[config.mk]
export PLATFORM = sky130hd
export DESIGN_NAME = mux_scan_ctrl_flat
export DESIGN_NICKNAME = d
export VERILOG_FILES = /design/src/rtl/mux_scan_ctrl_pkg.sv /design/src/rtl/mux_scan_ctrl_if.sv /design/src/rtl/mux_next_ch.sv /design/src/rtl/mux_scan_ctrl.sv /design/src/flat_wrapper.sv
export SDC_FILE = /design/constraint.sdc
export NUM_CORES = 1
export LEC_CHECK = 0
export ABC_AREA = 1
export CORE_UTILIZATION = 28
export DETAILED_ROUTE_END_ITERATION = 8
export SLEW_MARGIN = 20
export SYNTH_ARGS = -nofsm -noshare
export SYNTH_HDL_FRONTEND = slang
export SYNTH_SLANG_ARGS = --single-unit
[constraint.sdc]
create_clock -name clk -period 1.7 [get_ports clk]
set_input_delay 0.425 -clock clk [delete_from_list [all_inputs] [get_ports clk]]
set_output_delay 0.425 -clock clk [all_outputs]
set_load 0.01 [all_outputs]
[src/rtl/mux_scan_ctrl_pkg.sv]
// Shared types and constants for the mux scan controller.
// Channel count, select width and FSM state encodings.
package mux_scan_ctrl_pkg;

  localparam int NCH   = 4;
  localparam int SEL_W = 2;

  localparam logic [1:0] ST_IDLE   = 2'd0;
  localparam logic [1:0] ST_SETTLE = 2'd1;
  localparam logic [1:0] ST_HOLD   = 2'd2;

  typedef enum logic [1:0] {
    S_IDLE   = ST_IDLE,
    S_SETTLE = ST_SETTLE,
    S_HOLD   = ST_HOLD
  } state_t;

endpackage

[src/rtl/mux_scan_ctrl_if.sv]
// Sample stream from the scan controller to its consumer.
// valid/ready handshake carrying the captured word and its channel.
interface mux_scan_ctrl_if
  import mux_scan_ctrl_pkg::*;
#(
  parameter int W = 4
);

  logic [W-1:0]     out_data;
  logic [SEL_W-1:0] out_ch;
  logic             out_valid;
  logic             out_ready;

  modport master (
    output out_data,
    output out_ch,
    output out_valid,
    input  out_ready
  );

  modport slave (
    input  out_data,
    input  out_ch,
    input  out_valid,
    output out_ready
  );

endinterface

[src/rtl/mux_next_ch.sv]
// Channel pick logic for the scan sequencer.
// Rotating next pick above cur, plus lowest/highest set bit of mask.
module mux_next_ch
  import mux_scan_ctrl_pkg::*;
(
  input  logic [SEL_W-1:0] cur,
  input  logic [NCH-1:0]   mask,
  output logic [SEL_W-1:0] nxt,
  output logic [SEL_W-1:0] first,
  output logic [SEL_W-1:0] last,
  output logic             any
);

  logic             found;
  logic [SEL_W-1:0] idx;

  assign any = |mask;

  // i runs to NCH so a lone set bit at cur picks itself again
  always_comb begin
    nxt   = cur;
    found = 1'b0;
    idx   = cur;
    for (int i = 1; i <= NCH; i++) begin
      idx = SEL_W'((int'(cur) + i) % NCH);
      if (!found && mask[idx]) begin
        nxt   = idx;
        found = 1'b1;
      end
    end
  end

  always_comb begin
    first = '0;
    for (int i = NCH - 1; i >= 0; i--) begin
      if (mask[i]) first = SEL_W'(i);
    end
  end

  always_comb begin
    last = '0;
    for (int i = 0; i < NCH; i++) begin
      if (mask[i]) last = SEL_W'(i);
    end
  end

endmodule

[src/rtl/mux_scan_ctrl.sv]
// Round-robin select sequencer and capture stage around a 4:1 mux.
// Settles each enabled channel, captures it and offers it downstream.
module mux_scan_ctrl
  import mux_scan_ctrl_pkg::*;
#(
  parameter int W      = 4,
  parameter int SETTLE = 1
) (
  input  logic             clk,
  input  logic             rst,
  input  logic             en,
  input  logic [NCH-1:0]   ch_mask,
  output logic [SEL_W-1:0] s,
  input  logic [W-1:0]     o_in,
  mux_scan_ctrl_if.master  bus,
  output logic             sweep_done,
  output logic             busy
);

  localparam logic [3:0] CNT_INIT = 4'(SETTLE - 1);

  state_t           st_q, st_d;
  logic [3:0]       cnt_q, cnt_d;
  logic [SEL_W-1:0] s_q, s_d;
  logic [SEL_W-1:0] ch_q, ch_d;
  logic [W-1:0]     data_q, data_d;
  logic             valid_q, valid_d;
  logic             done_q, done_d;

  logic [SEL_W-1:0] nxt, first, last;
  logic             any;
  logic             hs;

  mux_next_ch u_next (
    .cur   (s_q),
    .mask  (ch_mask),
    .nxt   (nxt),
    .first (first),
    .last  (last),
    .any   (any)
  );

  assign hs = valid_q && bus.out_ready;

  always_comb begin
    st_d    = st_q;
    cnt_d   = cnt_q;
    s_d     = s_q;
    ch_d    = ch_q;
    data_d  = data_q;
    valid_d = valid_q;
    done_d  = 1'b0;
    unique case (st_q)
      S_IDLE: begin
        if (en && any) begin
          s_d   = first;
          cnt_d = CNT_INIT;
          st_d  = S_SETTLE;
        end
      end
      // channel is committed here; en/mask changes cannot abort it
      S_SETTLE: begin
        if (cnt_q != 4'd0) begin
          cnt_d = cnt_q - 4'd1;
        end else begin
          data_d  = o_in;
          ch_d    = s_q;
          valid_d = 1'b1;
          st_d    = S_HOLD;
        end
      end
      S_HOLD: begin
        if (hs) begin
          valid_d = 1'b0;
          done_d  = any && (ch_q == last);
          if (en && any) begin
            s_d   = nxt;
            cnt_d = CNT_INIT;
            st_d  = S_SETTLE;
          end else begin
            st_d  = S_IDLE;
          end
        end
      end
      default: begin
        st_d    = S_IDLE;
        valid_d = 1'b0;
      end
    endcase
  end

  always_ff @(posedge clk) begin
    if (rst) begin
      st_q    <= S_IDLE;
      cnt_q   <= '0;
      s_q     <= '0;
      ch_q    <= '0;
      data_q  <= '0;
      valid_q <= 1'b0;
      done_q  <= 1'b0;
    end else begin
      st_q    <= st_d;
      cnt_q   <= cnt_d;
      s_q     <= s_d;
      ch_q    <= ch_d;
      data_q  <= data_d;
      valid_q <= valid_d;
      done_q  <= done_d;
    end
  end

  assign s             = s_q;
  assign bus.out_data  = data_q;
  assign bus.out_ch    = ch_q;
  assign bus.out_valid = valid_q;
  assign sweep_done    = done_q;
  assign busy          = (st_q != S_IDLE);

endmodule

[src/flat_wrapper.sv]
// flat-port wrapper written by rule: the top's interface ports become plain ports
module mux_scan_ctrl_flat import mux_scan_ctrl_pkg::*;
#(
  parameter int W      = 4,
  parameter int SETTLE = 1
)
  (clk, rst, en, ch_mask, s, o_in, sweep_done, busy, bus_out_data, bus_out_ch, bus_out_valid, bus_out_ready);
  mux_scan_ctrl_if #(.W(W)) bus_i ();
  input  logic clk;
  input  logic rst;
  input  logic en;
  input  logic [NCH-1:0] ch_mask;
  output logic [SEL_W-1:0] s;
  input  logic [W-1:0] o_in;
  output logic sweep_done;
  output logic busy;
  output wire logic [$bits(bus_i.out_data)-1:0] bus_out_data;
  output wire logic [$bits(bus_i.out_ch)-1:0] bus_out_ch;
  output wire logic [$bits(bus_i.out_valid)-1:0] bus_out_valid;
  input wire logic [$bits(bus_i.out_ready)-1:0] bus_out_ready;
  assign bus_out_data = bus_i.out_data;
  assign bus_out_ch = bus_i.out_ch;
  assign bus_out_valid = bus_i.out_valid;
  assign bus_i.out_ready = bus_out_ready;
  mux_scan_ctrl #(.W(W), .SETTLE(SETTLE)) u_core (.clk(clk), .rst(rst), .en(en), .ch_mask(ch_mask), .s(s), .o_in(o_in), .bus(bus_i), .sweep_done(sweep_done), .busy(busy));
endmodule
* Yosys cells after proc, flatten, opt, wreduce, memory -nomap -nowiden
Index checks and enable logic that the tools add are counted.
Operators by class: eq/ne operators 9, add/sub/neg operators 5, reductions and logical operators 21, order comparisons 4, bitwise gates (word level) 4, multiplexer cells 38
Operator list (number):
- 2-bit two-way mux | 16
- 2-bit by 3-bit < comparator with 1-bit output, second input constant | 4
- 4-bit two-way mux | 3
- 4-bit case mux with 3 select lines | 1
- 1-bit two-way mux | 11
- 3-bit AND reduction | 3
- 1-bit binary-select mux with 2-bit select | 4
- 2-bit by 1-bit inequality test with 1-bit output, second input constant | 4
- 1-bit logical AND | 6
- 2-bit case mux with 3 select lines | 1
- 5-bit inequality test, second input constant | 1
- 5-bit AND reduction | 1
- 2-bit by 1-bit adder with 2-bit output, second input constant | 2
- 2-bit adder, second input constant | 2
- 1-bit inverter | 4
- 2-bit case mux with 2 select lines | 1
- 2-bit nonzero test | 2
- 4-bit nonzero test | 1
- 4-bit OR reduction | 1
- 4-bit by 1-bit subtractor with 4-bit output, second input constant | 1
- 1-bit logical NOT | 3
- 1-bit case mux with 3 select lines | 1
- 3-bit nonzero test | 1
- 3-bit OR reduction | 1
- other kinds (6) | 6
Word-level totals: output and inout port bits 11, input bits 12, word-level logic and storage cells 88, bits in registers 16

* Longest topological paths before layout
Gate-level depths: netlist of run 1.
depth after elaboration 16, mapped depth 13, depth with buffers taken out 12

* Hierarchy
Synthesis of run 1 repeated with hierarchy kept, for this count alone.
Unflattened totals: cells, all modules 162, area, all modules 1101.1 um^2
By module, submodules not included:
- mux_scan_ctrl | instances 1, area an instance 828.3 um^2, seq. area each 320.3 um^2, cells each 109
- mux_next_ch | instances 1, area an instance 272.8 um^2, seq. area each 0.0 um^2, cells each 53

* Least setup slack after synthesis of run 1
No wires, ideal clock.
path kind flip-flop to flip-flop, start point register u_core.cnt_q[0], end point register u_core.data_q[0], in the netlist u_core.bus.out_data[0], data required time 1.584 ns, period minus slack after synthesis 1.333 ns, path buffers 0, setup slack 0.367 ns, stages on the path, launching flop included 8, arrival time 1.217 ns, setup time 0.116 ns, path through dfxtp_1 > inv_1 > ha_1 > nand3_1 > nor3_2 > inv_1 > nor2_1 > nor2_1
On the way: cells in the longest elaborated chain, start to end 3
RTL lines:
- from (decl) | RTL line mux_scan_ctrl.sv:23 | logic [3:0] cnt_q, cnt_d;
- from (signal assigned) | RTL line mux_scan_ctrl.sv:103 | cnt_q <= cnt_d;
- 4-bit nonzero test | RTL line mux_scan_ctrl.sv:63 | if (cnt_q != 4'd0) begin
- 1-bit inverter (no line)
- 2-bit AND reduction (no line)
- to (signal assigned) | RTL line mux_scan_ctrl.sv:106 | data_q <= data_d;
- to (decl) | RTL line mux_scan_ctrl.sv:26 | logic [W-1:0] data_q, data_d;
No other way between the ends. A chain may end at the register's enable or synchronous reset.

* Worst setup path in the final report of run 1
start point register u_core.ch_q[0], in the netlist u_core.bus.out_ch[0], end point output port bus_out_ch[0]
RTL lines:
- from (decl) | RTL line mux_scan_ctrl.sv:25 | logic [SEL_W-1:0] ch_q, ch_d;
- from (signal assigned) | RTL line mux_scan_ctrl.sv:105 | ch_q <= ch_d;
- to (decl) | RTL line flat_wrapper.sv:18 | output wire logic [$bits(bus_i.out_ch)-1:0] bus_out_ch;
No word-level cell between the ends.

==> impl_summary.log, run 1 <==
[metrics] run status: finished, final reports clean
[metrics] leakage component of the power: 0.648 nW
[metrics] endpoints failing setup: 0
[metrics] EDFF count, synth: 0
[metrics] number of detailed-routing iterations run before antenna repair: 4
[metrics] root buffer cell: sky130_fd_sc_hd__clkbuf_4
[metrics] initial antenna violation count: 0
[metrics] CP Max Fanout: 4
[metrics] maximum clock frequency: 611 MHz
[metrics] leading area contributor after synthesis: sky130_fd_sc_hd__dfxtp_1
[metrics] leading post-synthesis cells by instance count: sky130_fd_sc_hd__nand2_1, sky130_fd_sc_hd__nor2_1, sky130_fd_sc_hd__dfxtp_1
[metrics] cell area after synthesis: 0.00101 mm²
[metrics] combinational cell fraction of total power: 43.3%
[metrics] series of cell instances along the critical path: clkdlybuf4s50_1
[metrics] site row count: 21
[metrics] worst path buffer plus inverter count: 1
[metrics] clock buffer depth: 2
[metrics] Fin Clk Skew: 0.00494 ns
[metrics] routability congestion estimate from global placement: 0.827
[metrics] area share of the largest cell type after synthesis: 31.7%
[metrics] Die Y-Extent: 62.1 µm
[metrics] Final Worst Setup Slack: 0.0643 ns
[metrics] Total Wirelength: 2.26 mm
[metrics] HP Class: flip-flop to flip-flop
[metrics] Max Cap Violations: 0
[metrics] I/O pin count: 23
[metrics] worst setup path startpoint: u_core.bus.out_ch[0]$_SDFFE_PP0P_
[metrics] worst relative slew slack: 79.4%
[metrics] Critical Path Start Type: flip-flop
[metrics] syn_area_per_cell: 6.51 µm²
[metrics] post-route setup TNS: 0 ns
[metrics] Pwr per Cell Area: 902 mW/mm²
[metrics] total number of vias: 1036
[metrics] deepest level of the CTS H-tree: 1
[metrics] portion of the clock cycle consumed by the worst path in the final layout: 96.2%
[metrics] final hold vios: 0
[metrics] clock edge transition at the registers on the reported setup and hold paths: 0.10 ns
[metrics] register area share after synthesis: 31.7%
[metrics] number of distinct library cell variants in the gate-level netlist after synthesis: 26
[metrics] total CTS buffers: 3
[metrics] beginning of the worst register-to-register path: u_core.cnt_q[0]$_SDFFE_PP0P_
[metrics] Die Width: 62.1 µm
[metrics] post-route cell area: 0.00141 mm²
[metrics] power share of the sequential group: 36.9%
[metrics] number of input and output port buffers inserted: 22
[metrics] Critical Path End Type: output pin
[metrics] largest net degree at the start of global routing: 10
[metrics] highest ir drop seen on vdd: 0.000342 V
[metrics] 1st-iter DRT viols: 50
[metrics] proportion of register bits with asynchronous set or reset after synthesis: 0%
[metrics] estimated wirelength of the detail-placed design: 1.75 mm
[metrics] CTS tree: done
[metrics] Syn-to-layout area delta: 39.2%
[metrics] ranking of synthesized cells by area: sky130_fd_sc_hd__dfxtp_1, sky130_fd_sc_hd__nand2_1, sky130_fd_sc_hd__nor2_1
[metrics] required time at the worst-slack endpoint: 1.27 ns
[metrics] switching power of the nets: 467 µW
[metrics] startpoint-to-endpoint class of the critical path: flip-flop to output pin
[metrics] nets in the synthesized netlist: 169
[metrics] global-route wire length before repair: 3.83 mm
[metrics] final net count: 206
[metrics] post-CTS repair timing setup buffer count: 0
[metrics] layout cells sized above 1: 21.5%
[metrics] final core utilization: 41.5%
[metrics] slowest CP cell: sky130_fd_sc_hd__clkdlybuf4s50_1
[metrics] final antenna-violating net count: 0
[metrics] number of remaining DRC errors: 0
[metrics] clock sink total: 16
[metrics] fraction of power consumed by the clock network: 19.8%
[metrics] Top Family by Delay on Critical Path: buffers and inverters
[metrics] core area: 0.00339 mm²
[metrics] count of hold buffers inserted by post-cts repair: 0
[metrics] most frequently used flop master after synthesis: sky130_fd_sc_hd__dfxtp_1
[metrics] Synth Instances: 155
[metrics] antenna cell count: 0
[metrics] worst setup timing slack at the placement stage: -0.183 ns
[metrics] final critical delay including setup and external delays: 1.64 ns
[metrics] average via count per standard cell: 4.37
[metrics] internal portion of total power: 800 µW
[metrics] clock latency at the later pin of the worst-skew pair: 0.28 ns
[metrics] worst-margin pin slew: 0.302 ns
[metrics] number of max-slew violations in the final report: 0
[metrics] number of global-route vias before repair: 925
[metrics] gr usage total: 13.8%
[metrics] most repeated cell in the gate-level netlist after synthesis: sky130_fd_sc_hd__nand2_1
[metrics] Yosys warnings: 0
[metrics] total of flip-flops plus latches after synthesis: 16
[metrics] Post-Place Cell Area: 0.00136 mm²
[metrics] Crit path arrival time: 1.21 ns
[metrics] hold wc startpoint: u_core.bus.out_valid$_SDFFE_PP0P_
[metrics] average wire per cell in the routed design: 9.54 µm
[metrics] initial core utilization: 29.8%
[metrics] die outline area: 0.00385 mm²
[metrics] total of fill cells in the finished design: 345
[metrics] delay contributed by the slowest stage of the critical path: 0.55 ns
[metrics] switching share of total power: 36.9%
[metrics] GR Overflow Total: 0
-- metrics by stage --
| step | instances | hold WS (ns) | power, mW |
|---|---|---|---|
| global route | 237 | 0.504 | 1.38 |
| finish | 237 | 0.489 | 1.27 |
| detailed placement | 233 | 0.464 | 1.02 |
| floorplan | 155 | 0.484 | 0.830 |
| CTS | 237 | 0.487 | 1.28 |
| global placement | 233 | 0.475 | 1.02 |
-- power groups by stage --
stage | sequential (mW) | clock, mW | combinational, mW
2_1_floorplan | 0.483 | 0 | 0.347
3_3_place_gp | 0.473 | 0 | 0.551
3_5_place_dp | 0.472 | 0 | 0.550
4_1_cts | 0.466 | 0.265 | 0.549
5_1_grt | 0.475 | 0.283 | 0.617
6_report | 0.468 | 0.251 | 0.548
-- layer usage --
layer / routed length (µm) / global-route usage, %
met1: 1100 / 17.4
met2: 1040 / 21.9
met3: 102 / 2.69
met4: 21 / 7.62
met5: 0 / 0
-- layout make-up --
| cell class | count | area [µm²] | area share (%) |
|---|---|---|---|
| clock buffers | 4 | 36.3 | 2.58 |
| multi-input cells | 119 | 606 | 43.1 |
| inverters | 19 | 76.3 | 5.43 |
| repair buffers | 33 | 305 | 21.7 |
| flip-flops and latches | 16 | 324 | 23.1 |
| well taps | 46 | 57.6 | 4.10 |
-- path summary, 6_finish.rpt --
kind	slack, ns	endpoint	cells past startpoint
setup reg to reg	0.25	u_core.bus.out_data[2]$_SDFFE_PP0P_	7
hold reg to reg	0.49	u_core.bus.out_valid$_SDFFE_PP0P_	2
setup / recovery	0.06	bus_out_ch[0]	1
hold / removal	0.49	u_core.bus.out_valid$_SDFFE_PP0P_	2
-- kinds of logic (layout without fill, tap and decap cells) --
family                     count (synthesis)  count (layout)  share of synthesized area, %
DFF                                       16              16                          31.7
buffers and inverters                     20              56                          8.67
and+or+nand+nor                           95              95                          44.0
adders and majority gates                  2               2                          2.48
AOI/OAI and AO/OA                         22              22                          13.1
-- what timing repair did --
| action | in CTS | in global routing |
|---|---|---|
| resized for setup | 2 | 5 |
| endpoints found under the setup margin | 2 | 4 |
| hold endpoints to repair | 0 | 0 |
-- layout by cell type, fill, tap and decap left out, types with 7 or more instances in the layout --
| master | instances |
|---|---|
| sky130_fd_sc_hd__nor2_1 | 21 |
| sky130_fd_sc_hd__nand3_1 | 10 |
| sky130_fd_sc_hd__buf_4 | 11 |
| sky130_fd_sc_hd__nand2_2 | 7 |
| sky130_fd_sc_hd__nand2_1 | 45 |
| sky130_fd_sc_hd__o21ai_0 | 7 |
| sky130_fd_sc_hd__inv_1 | 15 |
| sky130_fd_sc_hd__dfxtp_1 | 13 |
| sky130_fd_sc_hd__a21oi_1 | 8 |
| sky130_fd_sc_hd__clkdlybuf4s50_1 | 20 |
-- registers in the layout, indices dropped and copies added (netlist names) --
signal,cells
u_core.bus.out_data,4
u_core.st_q,2
u_core.s,2
u_core.bus.out_valid,1
u_core.sweep_done,1
u_core.bus.out_ch,2
u_core.cnt_q,4
Note: power is estimated with default switching activity, not from simulation.
==> run 2: changes to the inputs <==
- CORE_UTILIZATION: 28 -> 25
==> run 2 against run 1 <==
Against the previous run: flip-flop and latch count unchanged; count of clock-buffer cells in the layout down 1; fmax up 2.1%; largest power group unchanged; highest routed layer unchanged.
==> impl_summary.log, run 2 (same netlist as run 1, synthesis figures left out) <==
[metrics] startpoint-to-endpoint class of the critical path: flip-flop to output pin
[metrics] clock buffer depth: 2
[metrics] post-route cell area: 0.00142 mm²
[metrics] I/O pin count: 23
[metrics] deepest level of the CTS H-tree: 1
[metrics] commonest cells after routing, fill and taps aside: sky130_fd_sc_hd__nand2_1, sky130_fd_sc_hd__nor2_1, sky130_fd_sc_hd__clkdlybuf4s50_1, sky130_fd_sc_hd__dfxtp_1, sky130_fd_sc_hd__inv_1
[metrics] leakage component of the power: 0.656 nW
[metrics] worst relative slew slack: 78.5%
[metrics] CTS tree: done
[metrics] average via count per standard cell: 4.44
[metrics] series of cell instances along the critical path: clkdlybuf4s50_1
[metrics] Syn-to-layout area delta: 40.8%
[metrics] clock sink total: 16
[metrics] final net count: 207
[metrics] site row count: 22
[metrics] total CTS buffers: 3
[metrics] portion of the clock cycle consumed by the worst path in the final layout: 94.2%
[metrics] final critical delay including setup and external delays: 1.60 ns
[metrics] CP Max Fanout: 6
[metrics] final core utilization: 37.7%
[metrics] gr usage total: 12.2%
[metrics] Total Wirelength: 2.37 mm
[metrics] estimated wirelength of the detail-placed design: 1.85 mm
[metrics] Fin Clk Skew: 0.00202 ns
[metrics] total area of sequential cells: 322 µm²
[metrics] total of fill cells in the finished design: 408
[metrics] number of max-slew violations in the final report: 0
[metrics] worst setup timing slack at the placement stage: -0.164 ns
[metrics] unrepaired setup endpoints after global routing: true
[metrics] core area: 0.00377 mm²
[metrics] clock edge transition at the registers on the reported setup and hold paths: 0.06 ns
[metrics] clock latency at the later pin of the worst-skew pair: 0.25 ns
[metrics] Critical Path End Type: output pin
[metrics] Pwr per Cell Area: 917 mW/mm²
[metrics] combinational cell fraction of total power: 42.7%
[metrics] switching share of total power: 36.6%
[metrics] Critical Path Start Type: flip-flop
[metrics] antenna cell count: 0
[metrics] layout cells sized above 1: 21.5%
[metrics] global-route wire length before repair: 4.00 mm
[metrics] number of placed cells counting well taps: 236
[metrics] grt met2 use: 19.3%
[metrics] power share of the sequential group: 35.6%
[metrics] final antenna-violating net count: 0
[metrics] commonest non-fill, non-tap cell in the layout: sky130_fd_sc_hd__nand2_1
[metrics] die outline area: 0.00430 mm²
[metrics] Die Width: 65.6 µm
[metrics] HP Class: flip-flop to flip-flop
[metrics] total number of vias: 1060
[metrics] highest ir drop seen on vdd: 0.000369 V
[metrics] initial antenna violation count: 0
[metrics] routability congestion estimate from global placement: 0.868
[metrics] Final Worst Setup Slack: 0.0986 ns
[metrics] number of input and output port buffers inserted: 22
[metrics] required time at the worst-slack endpoint: 1.27 ns
[metrics] worst-margin pin slew: 0.314 ns
[metrics] Crit path arrival time: 1.18 ns
[metrics] highest-utilization routing layer at the global route stage: met2
[metrics] post-CTS repair timing setup buffer count: 0
[metrics] switching power of the nets: 477 µW
[metrics] 1st-iter DRT viols: 59
[metrics] Max Cap Violations: 0
[metrics] Global Route met1 Usage: 15.7%
[metrics] average wire per cell in the routed design: 9.93 µm
[metrics] number of global-route vias before repair: 936
[metrics] endpoints failing setup: 0
[metrics] final std cells w/o fill: 239
[metrics] worst path buffer plus inverter count: 1
[metrics] Top Family by Delay on Critical Path: buffers and inverters
[metrics] maximum clock frequency: 624 MHz
[metrics] number of detailed-routing iterations run before antenna repair: 4
[metrics] Die Y-Extent: 65.6 µm
[metrics] GR Layer Usage met3: 2.08%
[metrics] Post-Place Cell Area: 0.00137 mm²
[metrics] run status: finished, final reports clean
[metrics] GR Overflow Total: 0
[metrics] number of remaining DRC errors: 0
[metrics] largest net degree at the start of global routing: 10
[metrics] final hold vios: 0
[metrics] delay contributed by the slowest stage of the critical path: 0.55 ns
[metrics] slowest CP cell: sky130_fd_sc_hd__clkdlybuf4s50_1
[metrics] internal portion of total power: 826 µW
[metrics] root buffer cell: sky130_fd_sc_hd__clkbuf_8
[metrics] initial core utilization: 26.8%
[metrics] fraction of power consumed by the clock network: 21.7%
[metrics] multi-input combinational cell area: 608 µm²
-- run 2: changes by cell type in the layout (fill, tap and decap cells not counted), sizes merged --
cell	change
buf	+1
clkbuf	-1
clkdlybuf4s15	-1
clkdlybuf4s50	-1
dlygate4sd2	+1
dlymetal6s2s	+1
-- run 2: worst paths after layout --
kind                                startpoint                                end  slack (ns)  depth (start not counted)
max                   u_core.s[1]$_SDFFE_PP0P_                               s[1]         0.1                          1
min          u_core.bus.out_valid$_SDFFE_PP0P_  u_core.bus.out_valid$_SDFFE_PP0P_        0.48                          2
max reg2reg           u_core.s[0]$_SDFFE_PP0P_           u_core.s[1]$_SDFFE_PP0P_        0.26                         13
min reg2reg  u_core.bus.out_valid$_SDFFE_PP0P_  u_core.bus.out_valid$_SDFFE_PP0P_        0.48                          2
-- run 2: what timing repair did --
item / 4_1_cts / 5_1_grt
gates resized for setup: 2 / 5
gates cloned: 0 / 0
hold buffers: 0 / 0
endpoints found under the setup margin: 2 / 4
-- run 2: metrics by stage --
stage	hold slack, ns	power [mW]	setup TNS (ns)
2_1_floorplan	0.484	0.830	0
3_3_place_gp	0.470	1.02	-0.628
3_5_place_dp	0.465	1.03	-0.923
4_1_cts	0.484	1.32	0
5_1_grt	0.492	1.42	-0.00217
6_report	0.480	1.30	0
-- run 2: layout make-up --
type	instances	share of cell area [%]
flip-flops and latches	16	22.6
well taps	48	4.23
multi-input cells	119	42.8
inverters	19	5.37
repair buffers	34	22.1
clock buffers	3	2.90
-- run 2: per-layer routing --
metal / share of wire, % / up-vias / wire length [µm]
met5: 0 / - / 0
met4: 1.9 / 0 / 44
met3: 2.9 / 4 / 68
met2: 44 / 23 / 1060
met1: 51 / 463 / 1210
li1: - / 570 / -
-- run 2: power groups by stage --
stage               registers, mW  logic (mW)  clock network [mW]
floorplan                   0.483       0.347                   0
finish                      0.464       0.557               0.283
global route                0.473       0.622               0.320
CTS                         0.465       0.555               0.298
detailed placement          0.471       0.556                   0
global placement            0.473       0.549                   0
